$ cat config.mk
export PLATFORM = sky130hd
export DESIGN_NAME = writeback_queue_flat
export DESIGN_NICKNAME = d
export VERILOG_FILES = /design/src/rtl/writeback_queue_if.sv /design/src/rtl/writeback_queue.sv /design/src/flat_wrapper.sv
export SDC_FILE = /design/constraint.sdc
export NUM_CORES = 1
export LEC_CHECK = 0
export ABC_CLOCK_PERIOD_IN_PS = 7300
export BUFFER_PORTS_ARGS = -buffer_cell sky130_fd_sc_hd__buf_2
export CORE_MARGIN = 10
export CORE_UTILIZATION = 35
export CTS_CLUSTER_SIZE = 8
export DETAILED_ROUTE_END_ITERATION = 16
export MAX_ROUTING_LAYER = met4
export PLACE_DENSITY = 0.56
export SLEW_MARGIN = 10
export SYNTH_ARGS = -nofsm -noshare
export SYNTH_HDL_FRONTEND = slang
export SYNTH_SLANG_ARGS = --single-unit
$ cat constraint.sdc
create_clock -name clk -period 7.3 [get_ports clk]
set_input_delay 0 -clock clk [delete_from_list [all_inputs] [get_ports clk]]
set_output_delay 0 -clock clk [all_outputs]
set_load 0.02 [all_outputs]
$ cat src/rtl/writeback_queue_if.sv
// Writeback port bundle: ALU and long-latency result inputs, register-file write
// output, forwarding lookup and FIFO occupancy.
interface writeback_queue_if #(
  parameter int DEPTH = 4,
  parameter int AW    = 5,
  parameter int DW    = 32
);
  localparam int CW = $clog2(DEPTH) + 1;

  logic          aluValid;
  logic [AW-1:0] aluRegister;
  logic [DW-1:0] aluData;
  logic          longValid;
  logic          longReady;
  logic [AW-1:0] longRegister;
  logic [DW-1:0] longData;
  logic [AW-1:0] writeRegister;
  logic [DW-1:0] writeBack;
  logic          RegisterWrite;
  logic [AW-1:0] lookupRegister;
  logic          lookupHit;
  logic [DW-1:0] lookupData;
  logic [CW-1:0] count;

  modport slave (
    input  aluValid, aluRegister, aluData,
    input  longValid, longRegister, longData,
    input  lookupRegister,
    output longReady, writeRegister, writeBack, RegisterWrite,
    output lookupHit, lookupData, count
  );

  modport master (
    output aluValid, aluRegister, aluData,
    output longValid, longRegister, longData,
    output lookupRegister,
    input  longReady, writeRegister, writeBack, RegisterWrite,
    input  lookupHit, lookupData, count
  );
endinterface

$ cat src/rtl/writeback_queue.sv
// Merges ALU and buffered long-latency results into one register write per cycle (1-cycle registered issue).
// ALU has no backpressure and wins the port; long path is held off only by longReady (= !full).
module writeback_queue #(
  parameter int DEPTH = 4,
  parameter int AW    = 5,
  parameter int DW    = 32
) (
  input  logic                clk,
  input  logic                rst,
  writeback_queue_if.slave    bus
);
  localparam int PW = $clog2(DEPTH);
  localparam int CW = $clog2(DEPTH) + 1;

  logic [AW-1:0]    ent_reg [DEPTH];
  logic [DW-1:0]    ent_dat [DEPTH];
  logic [DEPTH-1:0] ent_vld;
  logic [DEPTH-1:0] vld_nxt;
  logic [PW-1:0]    rd_ptr;
  logic [PW-1:0]    wr_ptr;
  logic [CW-1:0]    cnt;

  logic          wr_en_q;
  logic [AW-1:0] wr_reg_q;
  logic [DW-1:0] wr_dat_q;

  logic full;
  logic nonempty;
  logic alu_wr;
  logic push;
  logic pop;
  logic pop_issue;

  assign full      = (cnt == CW'(DEPTH));
  assign nonempty  = (cnt != '0);
  assign alu_wr    = bus.aluValid && (bus.aluRegister != '0);
  assign push      = bus.longValid && !full && (bus.longRegister != '0);
  // A squashed head is retired only in a cycle the ALU leaves the write port idle.
  assign pop       = nonempty && !alu_wr;
  assign pop_issue = pop && ent_vld[rd_ptr];

  // Squash hits every slot holding aluRegister; the incoming push is set afterwards so it survives.
  always_comb begin
    vld_nxt = ent_vld;
    if (pop) vld_nxt[rd_ptr] = 1'b0;
    if (alu_wr) begin
      for (int i = 0; i < DEPTH; i++) begin
        if (ent_reg[i] == bus.aluRegister) vld_nxt[i] = 1'b0;
      end
    end
    if (push) vld_nxt[wr_ptr] = 1'b1;
  end

  always_ff @(posedge clk or negedge rst) begin
    if (!rst) begin
      ent_vld <= '0;
      rd_ptr  <= '0;
      wr_ptr  <= '0;
      cnt     <= '0;
    end else begin
      ent_vld <= vld_nxt;
      if (push) wr_ptr <= wr_ptr + PW'(1);
      if (pop)  rd_ptr <= rd_ptr + PW'(1);
      case ({push, pop})
        2'b10:   cnt <= cnt + CW'(1);
        2'b01:   cnt <= cnt - CW'(1);
        default: cnt <= cnt;
      endcase
    end
  end

  always_ff @(posedge clk) begin
    if (push) begin
      ent_reg[wr_ptr] <= bus.longRegister;
      ent_dat[wr_ptr] <= bus.longData;
    end
  end

  always_ff @(posedge clk or negedge rst) begin
    if (!rst) begin
      wr_en_q  <= 1'b0;
      wr_reg_q <= '0;
      wr_dat_q <= '0;
    end else if (alu_wr) begin
      wr_en_q  <= 1'b1;
      wr_reg_q <= bus.aluRegister;
      wr_dat_q <= bus.aluData;
    end else if (pop_issue) begin
      wr_en_q  <= 1'b1;
      wr_reg_q <= ent_reg[rd_ptr];
      wr_dat_q <= ent_dat[rd_ptr];
    end else begin
      wr_en_q  <= 1'b0;
    end
  end

  // Forwarding: evaluate oldest source first so each younger match overrides it.
  logic [PW-1:0] idx;
  always_comb begin
    bus.lookupHit  = 1'b0;
    bus.lookupData = '0;
    idx            = '0;
    if (bus.lookupRegister != '0) begin
      if (wr_en_q && (wr_reg_q == bus.lookupRegister)) begin
        bus.lookupHit  = 1'b1;
        bus.lookupData = wr_dat_q;
      end
      for (int k = 0; k < DEPTH; k++) begin
        idx = rd_ptr + PW'(k);
        if ((CW'(k) < cnt) && ent_vld[idx] && (ent_reg[idx] == bus.lookupRegister)) begin
          bus.lookupHit  = 1'b1;
          bus.lookupData = ent_dat[idx];
        end
      end
      if (alu_wr && (bus.aluRegister == bus.lookupRegister)) begin
        bus.lookupHit  = 1'b1;
        bus.lookupData = bus.aluData;
      end
    end
  end

  assign bus.longReady     = !full;
  assign bus.count         = cnt;
  assign bus.RegisterWrite = wr_en_q;
  assign bus.writeRegister = wr_reg_q;
  assign bus.writeBack     = wr_dat_q;
endmodule

$ cat src/flat_wrapper.sv
// flat-port wrapper written by rule: the top's interface ports become plain ports
module writeback_queue_flat 
#(
  parameter int DEPTH = 4,
  parameter int AW    = 5,
  parameter int DW    = 32
)
  (clk, rst, bus_aluValid, bus_aluRegister, bus_aluData, bus_longValid, bus_longRegister, bus_longData, bus_lookupRegister, bus_longReady, bus_writeRegister, bus_writeBack, bus_RegisterWrite, bus_lookupHit, bus_lookupData, bus_count);
  writeback_queue_if #(.DEPTH(DEPTH), .AW(AW), .DW(DW)) bus_i ();
  input  logic clk;
  input  logic rst;
  input wire logic [$bits(bus_i.aluValid)-1:0] bus_aluValid;
  input wire logic [$bits(bus_i.aluRegister)-1:0] bus_aluRegister;
  input wire logic [$bits(bus_i.aluData)-1:0] bus_aluData;
  input wire logic [$bits(bus_i.longValid)-1:0] bus_longValid;
  input wire logic [$bits(bus_i.longRegister)-1:0] bus_longRegister;
  input wire logic [$bits(bus_i.longData)-1:0] bus_longData;
  input wire logic [$bits(bus_i.lookupRegister)-1:0] bus_lookupRegister;
  output wire logic [$bits(bus_i.longReady)-1:0] bus_longReady;
  output wire logic [$bits(bus_i.writeRegister)-1:0] bus_writeRegister;
  output wire logic [$bits(bus_i.writeBack)-1:0] bus_writeBack;
  output wire logic [$bits(bus_i.RegisterWrite)-1:0] bus_RegisterWrite;
  output wire logic [$bits(bus_i.lookupHit)-1:0] bus_lookupHit;
  output wire logic [$bits(bus_i.lookupData)-1:0] bus_lookupData;
  output wire logic [$bits(bus_i.count)-1:0] bus_count;
  assign bus_i.aluValid = bus_aluValid;
  assign bus_i.aluRegister = bus_aluRegister;
  assign bus_i.aluData = bus_aluData;
  assign bus_i.longValid = bus_longValid;
  assign bus_i.longRegister = bus_longRegister;
  assign bus_i.longData = bus_longData;
  assign bus_i.lookupRegister = bus_lookupRegister;
  assign bus_longReady = bus_i.longReady;
  assign bus_writeRegister = bus_i.writeRegister;
  assign bus_writeBack = bus_i.writeBack;
  assign bus_RegisterWrite = bus_i.RegisterWrite;
  assign bus_lookupHit = bus_i.lookupHit;
  assign bus_lookupData = bus_i.lookupData;
  assign bus_count = bus_i.count;
  writeback_queue #(.DEPTH(DEPTH), .AW(AW), .DW(DW)) u_core (.clk(clk), .rst(rst), .bus(bus_i));
endmodule
==> PnR_summary.wiki <==
{| class="wikitable"
! Metric !! Value
|-
| Result of the run || completed
|-
| Number of I/O port buffers || 157
|-
| Adder-cell share of the synthesized area || 1.26%
|-
| Register-to-Register Path Depth || 5
|-
| Area growth from synthesis to final layout || 18.8%
|-
| Number of clock sinks seen by CTS || 197
|-
| Area inside the core boundary || 0.0365 mm2
|-
| Number of flip-flops in the largest register || 128
|-
| Count of flip-flops with a built-in enable after synthesis || 148
|-
| Height of the chip || 212 um
|-
| Multiplexer share of the synthesized area || 26.5%
|-
| WS Path Type || reg -> out
|-
| Top Ports || 158
|-
| Count of cells resized by post-cts repair || 0
|-
| Max capacitance violation total || 0
|-
| Maximum clock skew at final layout || 0.0170 ns
|-
| Final standard cell area without fillers || 0.0154 mm2
|-
| Leading cell types by count after synthesis || sky130_fd_sc_hd__mux4_2, sky130_fd_sc_hd__edfxtp_1, sky130_fd_sc_hd__nor2_1
|-
| Fraction of the yosys area taken by sequential cells || 43.9%
|-
| Transition time at the pin with the least slew margin || 1.18 ns
|-
| Cell Rows || 70
|-
| Average cell area after synthesis || 12.5 um2
|-
| Worst IR drop on VDD || 0.325 mV
|-
| Fraction of synthesis flops using an asynchronous set or reset pin || 24.9%
|-
| GRT overflow || 0
|-
| Biggest area contributors in the synthesized netlist || sky130_fd_sc_hd__edfxtp_1, sky130_fd_sc_hd__mux4_2, sky130_fd_sc_hd__dfrtp_1
|-
| Post-layout min period || 5.98 ns
|-
| Worst slew slack as a fraction of its limit || 21.1%
|-
| Smallest setup slack after layout || 1.32 ns
|-
| Count of cells along the worst hold path || 4
|-
| Xor and xnor fraction of the mapped netlist area || 3.66%
|-
| Share of the synthesized area in compound gates (AO/OA/AOI/OAI) || 8.95%
|-
| Worst hold path class || in -> reg
|-
| DRC || 0
|-
| Number of buffers created by CTS || 17
|-
| Critical hold path startpoint || bus_longValid
|-
| Placement Setup Slack || 1.67 ns
|-
| Synthesized flop and latch total || 197
|-
| Hold Fails Final Rpt || 0
|-
| Static leakage power || 5.72 nW
|-
| Required time of the worst setup path || 7.30 ns
|-
| Cell area after technology mapping || 0.0129 mm2
|-
| Dominant cell by count in the synthesized netlist || sky130_fd_sc_hd__mux4_2
|-
| Area share of the leading cell type in the synthesized netlist || 34.4%
|-
| Leading area contributor after synthesis || sky130_fd_sc_hd__edfxtp_1
|-
| Combinational family with the most area after synthesis || multiplexers
|-
| Worst reg2reg startpoint || u_core.rd_ptr[0]
|-
| Highest net fanout along the worst path || 77
|-
| First-pass GRT wire length || 63100 um
|-
| Synthesized Nets || 1133
|-
| Sum of negative setup slack || 0 ns
|-
| Largest net degree at the start of global routing || 78
|-
| Type of element capturing the critical path || output pin
|-
| Horiz. Die Dim || 212 um
|-
| Iteration count of the initial detailed-routing pass || 6
|-
| Average routed wire per standard cell || 24.8 um
|-
| Ratio of routed vias to standard cells || 5.89
|-
| Final #Nets || 1299
|-
| Clk_lat worst skew || 0.45 ns
|-
| Filler cells || 3361
|-
| Post-CTS Hold Buffers || 76
|-
| Clock root cell || sky130_fd_sc_hd__clkbuf_16
|-
| Share of final-layout standard cells stronger than drive strength 1 || 30.5%
|-
| Startpoint type of the worst setup path || register
|-
| Achievable frequency || 167 MHz
|-
| Aggregate global-route resource usage || 19.1%
|-
| Starting density of the core || 35.4%
|-
| CTS H-tree lvls || 4
|-
| Register-to-register setup slack || 3.78 ns
|-
| Power density cells || 401 mW/mm2
|-
| Data arrival time at the worst-slack endpoint || 5.98 ns
|-
| Number of pins with negative max-slew slack in the final report || 0
|-
| Number of setup violations in the final report || 0
|-
| Die area || 0.0450 mm2
|-
| Remaining antenna violation count || 0
|-
| Number of buffers inserted by post-CTS setup repair || 0
|-
| Simple-gate area share of the yosys netlist || 11.8%
|-
| Worst hold path endpoint || u_core.wr_ptr[0]
|-
| Unrepaired setup endpoints after global routing || false
|-
| Distinct cells, synth || 44
|-
| Post-Synthesis Cells || 1037
|-
| Maximum root-to-sink buffer count || 2
|-
| Final weighted congestion in routability-driven placement || 0.903
|-
| Total Wirelength || 41800 um
|-
| Sum of internal, switching and leakage power || 0.00616 W
|-
| Cell Area, Placed || 0.0140 mm2
|-
| Clock transition time at the flip-flop clock pins of the worst setup and hold paths || 0.07 ns
|-
| RR Endpoint || u_core.bus.writeBack[31]
|-
| Number of DRC markers after the initial detailed-route iteration || 1009
|-
| DPL Wire Length || 26300 um
|-
| Period utilization || 82.0%
|-
| Clock tree from TritonCTS || yes
|-
| Dominant register cell in the synthesized netlist || sky130_fd_sc_hd__edfxtp_1
|-
| Antenna violations before repair || 5
|-
| Vias in the first global route || 10300
|-
| Yosys warning count || 0
|-
| Total via count in the routed design || 9946
|}
-- area by class of cell --
cell class | count | area, um2 | area share [%]
multi-input cells | 732 | 6810 | 44.4
diodes | 5 | 12.5 | 0.0815
flip-flops and latches | 197 | 5680 | 37.0
clock buffers | 20 | 437 | 2.84
well taps | 468 | 586 | 3.81
repair buffers | 245 | 1640 | 10.7
inverters | 10 | 37.5 | 0.244
clock inverters | 12 | 151 | 0.986
-- routing by layer --
metal / up-vias / wire length (um) / GRT usage (%)
met1: 5062 / 17000 / 23.5
met3: 68 / 3160 / 4.20
met5: - / 0 / -
met4: 0 / 1320 / 7.27
met2: 457 / 20300 / 30.4
li1: 4359 / - / -
-- cells in the final DEF (no fill, tap or decap), drive strengths merged, types with 6 or more instances in the layout --
cell type and count:
a21o 6, a31oi 66, buf 169, clkbuf 20
dfrtp 49, dlygate4sd3 76, edfxtp 148, ha 13
inv 13, mux4 150, nand2 124, nand3 41
nor2 134, nor3 35, nor4 8, o211a 29
o21a 30, xnor2 15, xor2 39
-- report_power, final --
| group | leakage [nW] | switching [W] | total [W] | internal, W |
|---|---|---|---|---|
| Sequential | 1.92 | 0.000360 | 0.00190 | 0.00154 |
| Combinational | 3.51 | 0.00170 | 0.00328 | 0.00158 |
| Clock | 0.287 | 0.000441 | 0.000982 | 0.000541 |
| Total | 5.72 | 0.00250 | 0.00616 | 0.00366 |
-- how the worst max path moves through the flow --
stage                          start                  to  slack [ns]
floorplan           u_core.rd_ptr[1]  bus_lookupData[10]        3.39
global placement    u_core.rd_ptr[0]       bus_lookupHit        1.83
detailed placement  u_core.rd_ptr[0]       bus_lookupHit        1.67
CTS                 u_core.rd_ptr[0]       bus_lookupHit        1.22
global route        u_core.rd_ptr[0]       bus_lookupHit        1.01
finish              u_core.rd_ptr[0]       bus_lookupHit        1.32
-- kinds of logic (layout without fill, tap and decap cells) --
group                    after synthesis  in the layout
multiplexers                         154            154
other                                  0              5
flip-flops                           197            197
buffers and inverters                108            287
XOR/XNOR                              54             54
adder cells (fa/ha/maj)               13             13
AO/OA/AOI/OAI                        156            156
AND/OR/NAND/NOR                      355            355
-- worst max-delay path: stages, from the launching register on --
cell and delay [ns]:
sky130_fd_sc_hd__dfrtp_4 0.81, sky130_fd_sc_hd__inv_1 0.27, sky130_fd_sc_hd__ha_4 1.09, sky130_fd_sc_hd__mux4_2 0.44, sky130_fd_sc_hd__xor2_1 0.25, sky130_fd_sc_hd__nor4_4 0.10, sky130_fd_sc_hd__nand2_2 0.76, sky130_fd_sc_hd__nand3_2 0.97
sky130_fd_sc_hd__o31a_1 0.60, sky130_fd_sc_hd__buf_2 0.16
-- through the flow --
step	instances	utilization (%)	hold WS (ns)
2_1_floorplan	1037	-	-0.296
3_3_place_gp	1576	38.3	0.215
3_5_place_dp	1576	38.3	0.220
4_1_cts	1684	42.0	0.0124
5_1_grt	1689	42.0	0.0443
6_report	1689	42.0	0.0209
Note: power is estimated with default switching activity, not from simulation.
